### src/rtl/mux_pkg.sv
// Shared constants and helpers for the round-robin multiplexer family.
package mux_pkg;

  localparam int MUX_W_DEF = 8;
  localparam int MUX_N_DEF = 4;

  // Modulo-n increment of a channel index; n need not be a power of two.
  function automatic int rr_next(input int idx, input int n);
    return (idx >= n - 1) ? 0 : idx + 1;
  endfunction

endpackage

### src/rtl/rr_arb_n.sv
// Combinational round-robin arbiter: the first asserted request at or after
// ptr (wrapping modulo N) wins. Reusable by other arbitrated blocks.
module rr_arb_n #(
  parameter  int N    = 4,
  localparam int SELW = $clog2(N)
) (
  input  logic [N-1:0]    req,
  input  logic [SELW-1:0] ptr,
  output logic [SELW-1:0] gnt_idx,
  output logic [N-1:0]    gnt_oh,
  output logic            any_req
);

  // Rotating priority search starting from ptr.
  always_comb begin : search
    int idx;
    gnt_idx = '0;
    gnt_oh  = '0;
    any_req = 1'b0;
    idx     = 0;
    for (int k = 0; k < N; k++) begin
      idx = int'(ptr) + k;
      if (idx >= N) idx = idx - N;
      if (!any_req && req[idx]) begin
        any_req     = 1'b1;
        gnt_idx     = SELW'(idx);
        gnt_oh[idx] = 1'b1;
      end
    end
  end

endmodule

### src/rtl/mux_rr_n.sv
// N-channel, W-bit registered multiplexer with round-robin arbitration and
// valid/ready handshakes on every channel and on the output.
// Optional packet locking: define MUX_ARB_LAST_EN to add in_last/out_last;
// a channel that sends a beat without last keeps the grant until its last beat.
module mux_rr_n
  import mux_pkg::*;
#(
  parameter  int W    = MUX_W_DEF,
  parameter  int N    = MUX_N_DEF,
  localparam int SELW = $clog2(N)
) (
  input  logic            clk,
  input  logic            rst_n,
  input  logic [N*W-1:0]  in_data,
  input  logic [N-1:0]    in_valid,
  output logic [N-1:0]    in_ready,
`ifdef MUX_ARB_LAST_EN
  input  logic [N-1:0]    in_last,
  output logic            out_last,
`endif
  output logic [W-1:0]    out_data,
  output logic            out_valid,
  input  logic            out_ready,
  output logic [SELW-1:0] out_sel
);

  logic [SELW-1:0] ptr;
  logic [N-1:0]    req_m;
  logic [SELW-1:0] gnt_idx;
  logic [N-1:0]    gnt_oh;
  logic            any_req;
  logic            accept;

  assign accept = !out_valid || out_ready;

`ifdef MUX_ARB_LAST_EN
  logic            locked;
  logic [SELW-1:0] lock_ch;
  logic [N-1:0]    lock_mask;

  // While locked, only the owning channel may be considered, even when idle.
  always_comb begin
    lock_mask          = '0;
    lock_mask[lock_ch] = 1'b1;
    req_m              = locked ? (in_valid & lock_mask) : in_valid;
  end
`else
  assign req_m = in_valid;
`endif

  rr_arb_n #(.N(N)) u_arb (
    .req     (req_m),
    .ptr     (ptr),
    .gnt_idx (gnt_idx),
    .gnt_oh  (gnt_oh),
    .any_req (any_req)
  );

  // Only the granted channel sees ready, and never while held in reset.
  assign in_ready = (rst_n && accept) ? gnt_oh : '0;

  // Output register and arbitration pointer; all updates gated by accept.
  always_ff @(posedge clk) begin
    if (!rst_n) begin
      out_valid <= 1'b0;
      out_data  <= '0;
      out_sel   <= '0;
      ptr       <= '0;
`ifdef MUX_ARB_LAST_EN
      out_last  <= 1'b0;
      locked    <= 1'b0;
      lock_ch   <= '0;
`endif
    end else if (accept) begin
      if (any_req) begin
        out_valid <= 1'b1;
        out_data  <= in_data[int'(gnt_idx)*W +: W];
        out_sel   <= gnt_idx;
`ifdef MUX_ARB_LAST_EN
        out_last  <= in_last[gnt_idx];
        if (in_last[gnt_idx]) begin
          locked <= 1'b0;
          ptr    <= SELW'(rr_next(int'(gnt_idx), N));
        end else begin
          locked  <= 1'b1;
          lock_ch <= gnt_idx;
        end
`else
        ptr       <= SELW'(rr_next(int'(gnt_idx), N));
`endif
      end else begin
        out_valid <= 1'b0;
      end
    end
  end

endmodule

### config.mk
export PLATFORM = sky130hd
export DESIGN_NAME = mux_rr_n
export DESIGN_NICKNAME = d
export VERILOG_FILES = /design/src/rtl/mux_pkg.sv /design/src/rtl/rr_arb_n.sv /design/src/rtl/mux_rr_n.sv
export SDC_FILE = /design/constraint.sdc
export NUM_CORES = 1
export LEC_CHECK = 0
export CAP_MARGIN = 30
export CORE_MARGIN = 2
export CORE_UTILIZATION = 25
export CTS_CLUSTER_SIZE = 40
export DETAILED_ROUTE_END_ITERATION = 10
export PLACE_DENSITY = 0.59
export RECOVER_POWER = 25
export SLEW_MARGIN = 10
export SYNTH_ARGS = -nofsm -noshare
export SYNTH_HDL_FRONTEND = slang
export SYNTH_SLANG_ARGS = --single-unit
export TNS_END_PERCENT = 20
### constraint.sdc
create_clock -name clk -period 6.4 [get_ports clk]
set_input_delay 1.28 -clock clk [delete_from_list [all_inputs] [get_ports clk]]
set_output_delay 1.28 -clock clk [all_outputs]
set_load 0.01 [all_outputs]
-- Yosys cells after proc, flatten, opt, wreduce, memory -nomap -nowiden
Cells that the tools add are included.
- add/subtract/negate cells: 8
- magnitude comparators: 13
- shift-type cells: 1
- multiplexer cells: 39
- bitwise operators: 3
- reduce and logical (&&, ||, !) cells: 14
- operators by type and width (kind ; number):
    $ge A32 B1 Y1 const B ; 4
    $lt A32 B4 Y1 const B ; 4
    $mux W32 ; 4
    $ge A32 B4 Y1 const B ; 3
    $sub A32 B4 Y32 const B ; 3
    $shiftx A32 B6 Y8 ; 1
    $mux W4 ; 5
    $mux W1 ; 17
    $or A4 B4 Y4 ; 3
    $mux W2 ; 5
    $bmux W1 S2 ; 4
    $demux W1 S2 ; 4
    $logic_and A1 B1 Y1 ; 8
    $add A2 B2 Y3 const B ; 2
    $logic_not A1 Y1 ; 4
    $sub A2 B3 Y4 const B ; 1
    $add A2 B1 Y3 const B ; 1
    $ge A2 B3 Y1 const B ; 1
    $add A2 B1 Y2 const B ; 1
    $ge A2 B2 Y1 const B ; 1
    $reduce_and A2 Y1 ; 1
    $logic_or A1 B1 Y1 ; 1
- register bits: 13

-- Depth between registers and ports, before layout
- depth in word-level cells: 17
- gate-level depth with buffers: 12

-- By module
Synthesis repeated with hierarchy kept, for this count alone.
- cells, all modules: 112
- area total of the unflattened synthesis: 1158.6 µm²
- modules (own cells, without submodules) (module ; instances ; cells an instance ; area each (µm²) ; seq. area each (µm²)):
    mux_rr_n ; 1 ; 64 ; 698.2 ; 260.2
    rr_arb_n ; 1 ; 48 ; 460.4 ; 0.0

-- Worst setup path before layout
No wires, ideal clock.
- kind: input -> output
- start point: in in_valid[2]
- end point: out in_ready[0]
- data arrival time: 2.902 ns
- required time: 5.120 ns
- setup slack: 2.218 ns
- stages on the path: 8
- buffers on the path: 2
- cell sequence: clkbuf_2 > mux4_2 > nor2b_1 > clkbuf_1 > a22oi_1 > nor2_1 > a221oi_1 > nor2_1
- word-level cells in the longest chain between the ends: 14
- ends and longest elaborated chain (element ; RTL line ; text):
    from (decl) ; mux_rr_n.sv:15 ; input logic [N-1:0] in_valid,
    $bmux W1 S2 ; rr_arb_n.sv:24 ; if (!any_req && req[idx]) begin
    $mux W1 (not written as such) (2 in series) ; rr_arb_n.sv:24 ;
    $mux W1 ; rr_arb_n.sv:24 ;
    $logic_not A1 Y1 ; rr_arb_n.sv:24 ;
    $logic_and A1 B1 Y1 ; rr_arb_n.sv:24 ;
    $mux W1 ; rr_arb_n.sv:24 ;
    $logic_not A1 Y1 ; rr_arb_n.sv:24 ;
    $logic_and A1 B1 Y1 ; rr_arb_n.sv:24 ;
    $mux W1 ; rr_arb_n.sv:24 ;
    $logic_not A1 Y1 ; rr_arb_n.sv:24 ;
    $logic_and A1 B1 Y1 ; rr_arb_n.sv:24 ;
    $mux W4 * ; rr_arb_n.sv:24 ;
    $mux W4 * ; mux_rr_n.sv:60 ; assign in_ready = (rst_n && accept) ? gnt_oh : '0;
    to (decl) ; mux_rr_n.sv:16 ; output logic [N-1:0] in_ready,
Mark *: on every way between the ends. The rest lies on a longest branch, timed or not. The select of a mux whose other input is x is not followed.

-- Worst setup path in the final report
- start point: reg ptr[0]
- end point: out in_ready[2]
- word-level cells in the longest chain between the ends: 16
- ends and longest elaborated chain (element ; RTL line ; text):
    from (decl) ; mux_rr_n.sv:27 ; logic [SELW-1:0] ptr;
    from (signal assigned) ; mux_rr_n.sv:89 ; ptr <= SELW'(rr_next(int'(gnt_idx), N));
    branches (longest 14 deep; another with $sub A32 B4 Y32) ; - ;
    $mux W4 * ; rr_arb_n.sv:24 ;
    $mux W4 * ; mux_rr_n.sv:60 ;
Mark *: on every way between the ends. The select of a mux whose other input is x is not followed.

==> results by group <==
Timing
  – Endpoints failing setup: 0
  – Setup tns final: 0 ns
  – RSZ-0062 raised after global routing: no
  – Tightest Pin Transition: 0.927 ns
  – Fin crit share: 80.3%
  – Final Skew: 0.00253 ns
  – Endpoints failing hold: 0
  – Period minus WS final: 5.14 ns
  – Slew margin rel.: 38.2%
  – Final worst slack: 1.26 ns
  – Slew Limit Fails: 0
  – FMAX: 0.195 GHz

Finish
  – Fin util: 36.4%
  – Layout Nets: 262
  – Layout cells sized above 1: 6.45%
  – Area delta synth->final: 42.5%
  – Fillers: 581
  – N_diodes: 0
  – Final instance area: 0.00197 mm2
  – Final Instance Count excl. Fillers: 289

Setup path
  – Setup CP Type: register to output pin
  – Max Fanout on Critical Path: 20
  – FF-to-FF Start: ptr[0]
  – Crit end category: output pin
  – Cells on worst reg2reg path: 10
  – Peak per-stage delay on the critical path: 0.80 ns
  – Slowest-stage cell, CP: dfxtp_1
  – CP startpoint kind: register
  – WP data arrival: 3.86 ns
  – Worst-path cell chain: inv_1, ha_1, mux4_2, nor2b_1, buf_4, a22oi_1, nor2_1, a221oi_1, nor2_1, clkdlybuf4s50_1
  – Capturing point of the worst reg2reg path: out_data[1]
  – CP required: 5.12 ns
  – Cell mode on critical path: nor2_1
  – Flop-to-flop setup slack: 2.16 ns

Synth
  – Post-Synth Adder-Cell Area: 4.53%
  – Mapped Nets: 218
  – Largest area contributor in the netlist: dfxtp_1
  – Largest family of logic cells by synthesized area: compound AO/OA/AOI/OAI gates
  – Post-synth top cells: o211ai_1, dfxtp_1, inv_1, o21ai_0, nor2_1
  – Compound-Gate Fraction of Synth Area: 35.4%
  – Simple-gate area share of the yosys netlist: 16.5%
  – Most numerous cell in the Yosys netlist: o211ai_1
  – Syn_area_per_cell: 7.93 um2
  – Mux contribution to synthesized area: 13.8%
  – Synth unique cells: 39
  – Yosys warning total: 0
  – Top-area cell type share of the netlist area: 18.9%
  – Post-synth EDFFs: 0
  – Cells taking the most area after synthesis: dfxtp_1, o211ai_1, mux2i_1
  – XOR/XNOR Fraction of Synth Area: 0%
  – Async SR Flop Fraction: 0%
  – Flops & latches, synth: 13
  – Post-synthesis sequential area ratio: 18.9%
  – Post-Syn Area: 0.00138 mm2
  – Main flop type after synthesis: dfxtp_1
  – Syn Inst Count: 174

Placed design
  – Detailed Place HPWL: 3070 um
  – Final GP Congestion: 0.704
  – I/O Buffers: 53
  – Place WS: 1.32 ns
  – Placed insts: 284
  – Placed cell area: 0.00191 mm2

Clock network
  – Clock buffer count from CTS: 3
  – Worst-Skew Late Latency: 0.24 ns
  – Clock Tree Buf Depth: 2
  – Post-cts gate resize count: 0
  – Clock tree sinks: 13
  – CTS clock-pin slew for the worst setup and hold paths: 0.06 ns
  – CTS root buf: clkbuf_8
  – CTS Hold Bufs: 0
  – H-tree depth: 1
  – CTS tree: built
  – Setup Buffers After CTS: 0

Run status
  – Outcome: finished, final reports clean

Floorplan
  – Width of the die: 78.3 um
  – DIE AREA: 0.00613 mm2
  – Starting Density: 25.5%
  – Core ar.: 0.00541 mm2
  – Die H: 78.3 um
  – Row cnt: 27
  – Number of placed I/O pins: 54

GRT
  – Global route overflow: 0
  – Total GRT Usage: 13.0%
  – Initial antenna violation count: 0
  – Largest net degree at the start of global routing: 21
  – Number of global-route vias before repair: 1347
  – First-pass GRT wire length: 6560 um

Drt
  – DR DRC count: 0
  – Final wirelength: 3990 um
  – Starting DRT DRC Count: 125
  – Wirelength per Cell: 13.8 um
  – Pre-antenna DRT Iters: 4
  – Vias per inst: 5.08
  – Detail Route Antenna Nets: 0
  – Via count: 1467

Worst hold path
  – Hold path start: out_data[2]
  – Hold Path Depth: 2
  – WHS Endpoint: out_data[2]
  – Hold crit path type: register to register

Flow run
  – Max_cap viols: 0

Power and ir drop
  – Leak: 0.743 nW
  – VDD IR max: 0.117 mV
  – Power per Cell Area: 388 mW/mm2
-- kinds of logic after synthesis --
family,count (synthesis)
AO/OA/AOI/OAI,67
AND/OR/NAND/NOR,45
buffers and inverters,30
multiplexers,14
flip-flops,13
adder cells (fa/ha/maj),5
-- metal layers --
metal / up-vias / global-route usage, % / routed length [um]
met5: - / 0 / 0
met2: 35 / 21.9 / 1920
met4: 0 / 1.58 / 11
met3: 2 / 3.56 / 194
li1: 746 / - / -
met1: 684 / 17.2 / 1860
-- worst max-delay path by stage --
stage,startpoint,end,slack (ns),depth (start not counted)
floorplan,in_valid[2],in_ready[0],2.22,8
global placement,in_valid[2],in_ready[3],1.39,7
detailed placement,in_valid[2],in_ready[0],1.32,7
CTS,ptr[0],in_ready[1],1.26,10
global route,ptr[0],in_ready[3],0.88,10
finish,ptr[0],in_ready[2],1.26,10
-- area by class of cell --
type / instances / area [um2] / area share [%]
clock buffer: 4 / 45.0 / 2.29
inverter: 13 / 48.8 / 2.48
multi-input combinational: 131 / 970 / 49.3
sequential: 13 / 260 / 13.2
tap: 72 / 90.1 / 4.58
timing repair buffer: 56 / 553 / 28.1
-- stage by stage --
step	power (W)	hold slack, ns
floorplan	0.000545	0.508
global placement	0.000687	0.465
detailed placement	0.000685	0.471
CTS	0.000764	0.484
global route	0.000832	0.513
finish	0.000763	0.474
-- power breakdown --
part	internal [W]	switching (W)	leakage [nW]	total [W]
clock	0.0000440	0.0000321	0.0228	0.0000761
sequential	0.000109	0.0000328	0.108	0.000142
combinational	0.000246	0.000298	0.612	0.000545
-- cells in the final DEF, fill, tap and decap left out, types with 2 or more instances in the layout --
cell type and n:
clkdlybuf4s50_1 46, o211ai_1 16, inv_1 13, o21ai_0 13, dfxtp_1 13, nor2_1 12, mux2i_1 10, nand2_1 9
a211oi_1 8, nand3_1 8, o221ai_1 8, dlygate4sd3_1 7, ha_1 5, mux4_2 4, and2_1 4, a22oi_1 4
a221oi_1 4, a21oi_1 4, nor3_1 3, clkbuf_8 3, nor2b_1 2, o21a_1 2, buf_4 2
-- worst max-delay path, delay by kind of cell, from the launching register on --
family / cells / cell delay, ns
buffers and inverters: 3 / 1.16
flip-flops: 1 / 0.80
multiplexers: 1 / 0.63
adder cells (fa/ha/maj): 1 / 0.53
AND/OR/NAND/NOR: 3 / 0.34
AO/OA/AOI/OAI: 2 / 0.14
-- sequential cells by signal (all words and copies together), names as in the netlist --
name and count:
out_data 8, ptr 2, out_valid 1, out_sel 2
(Power assumes the default switching activity.)
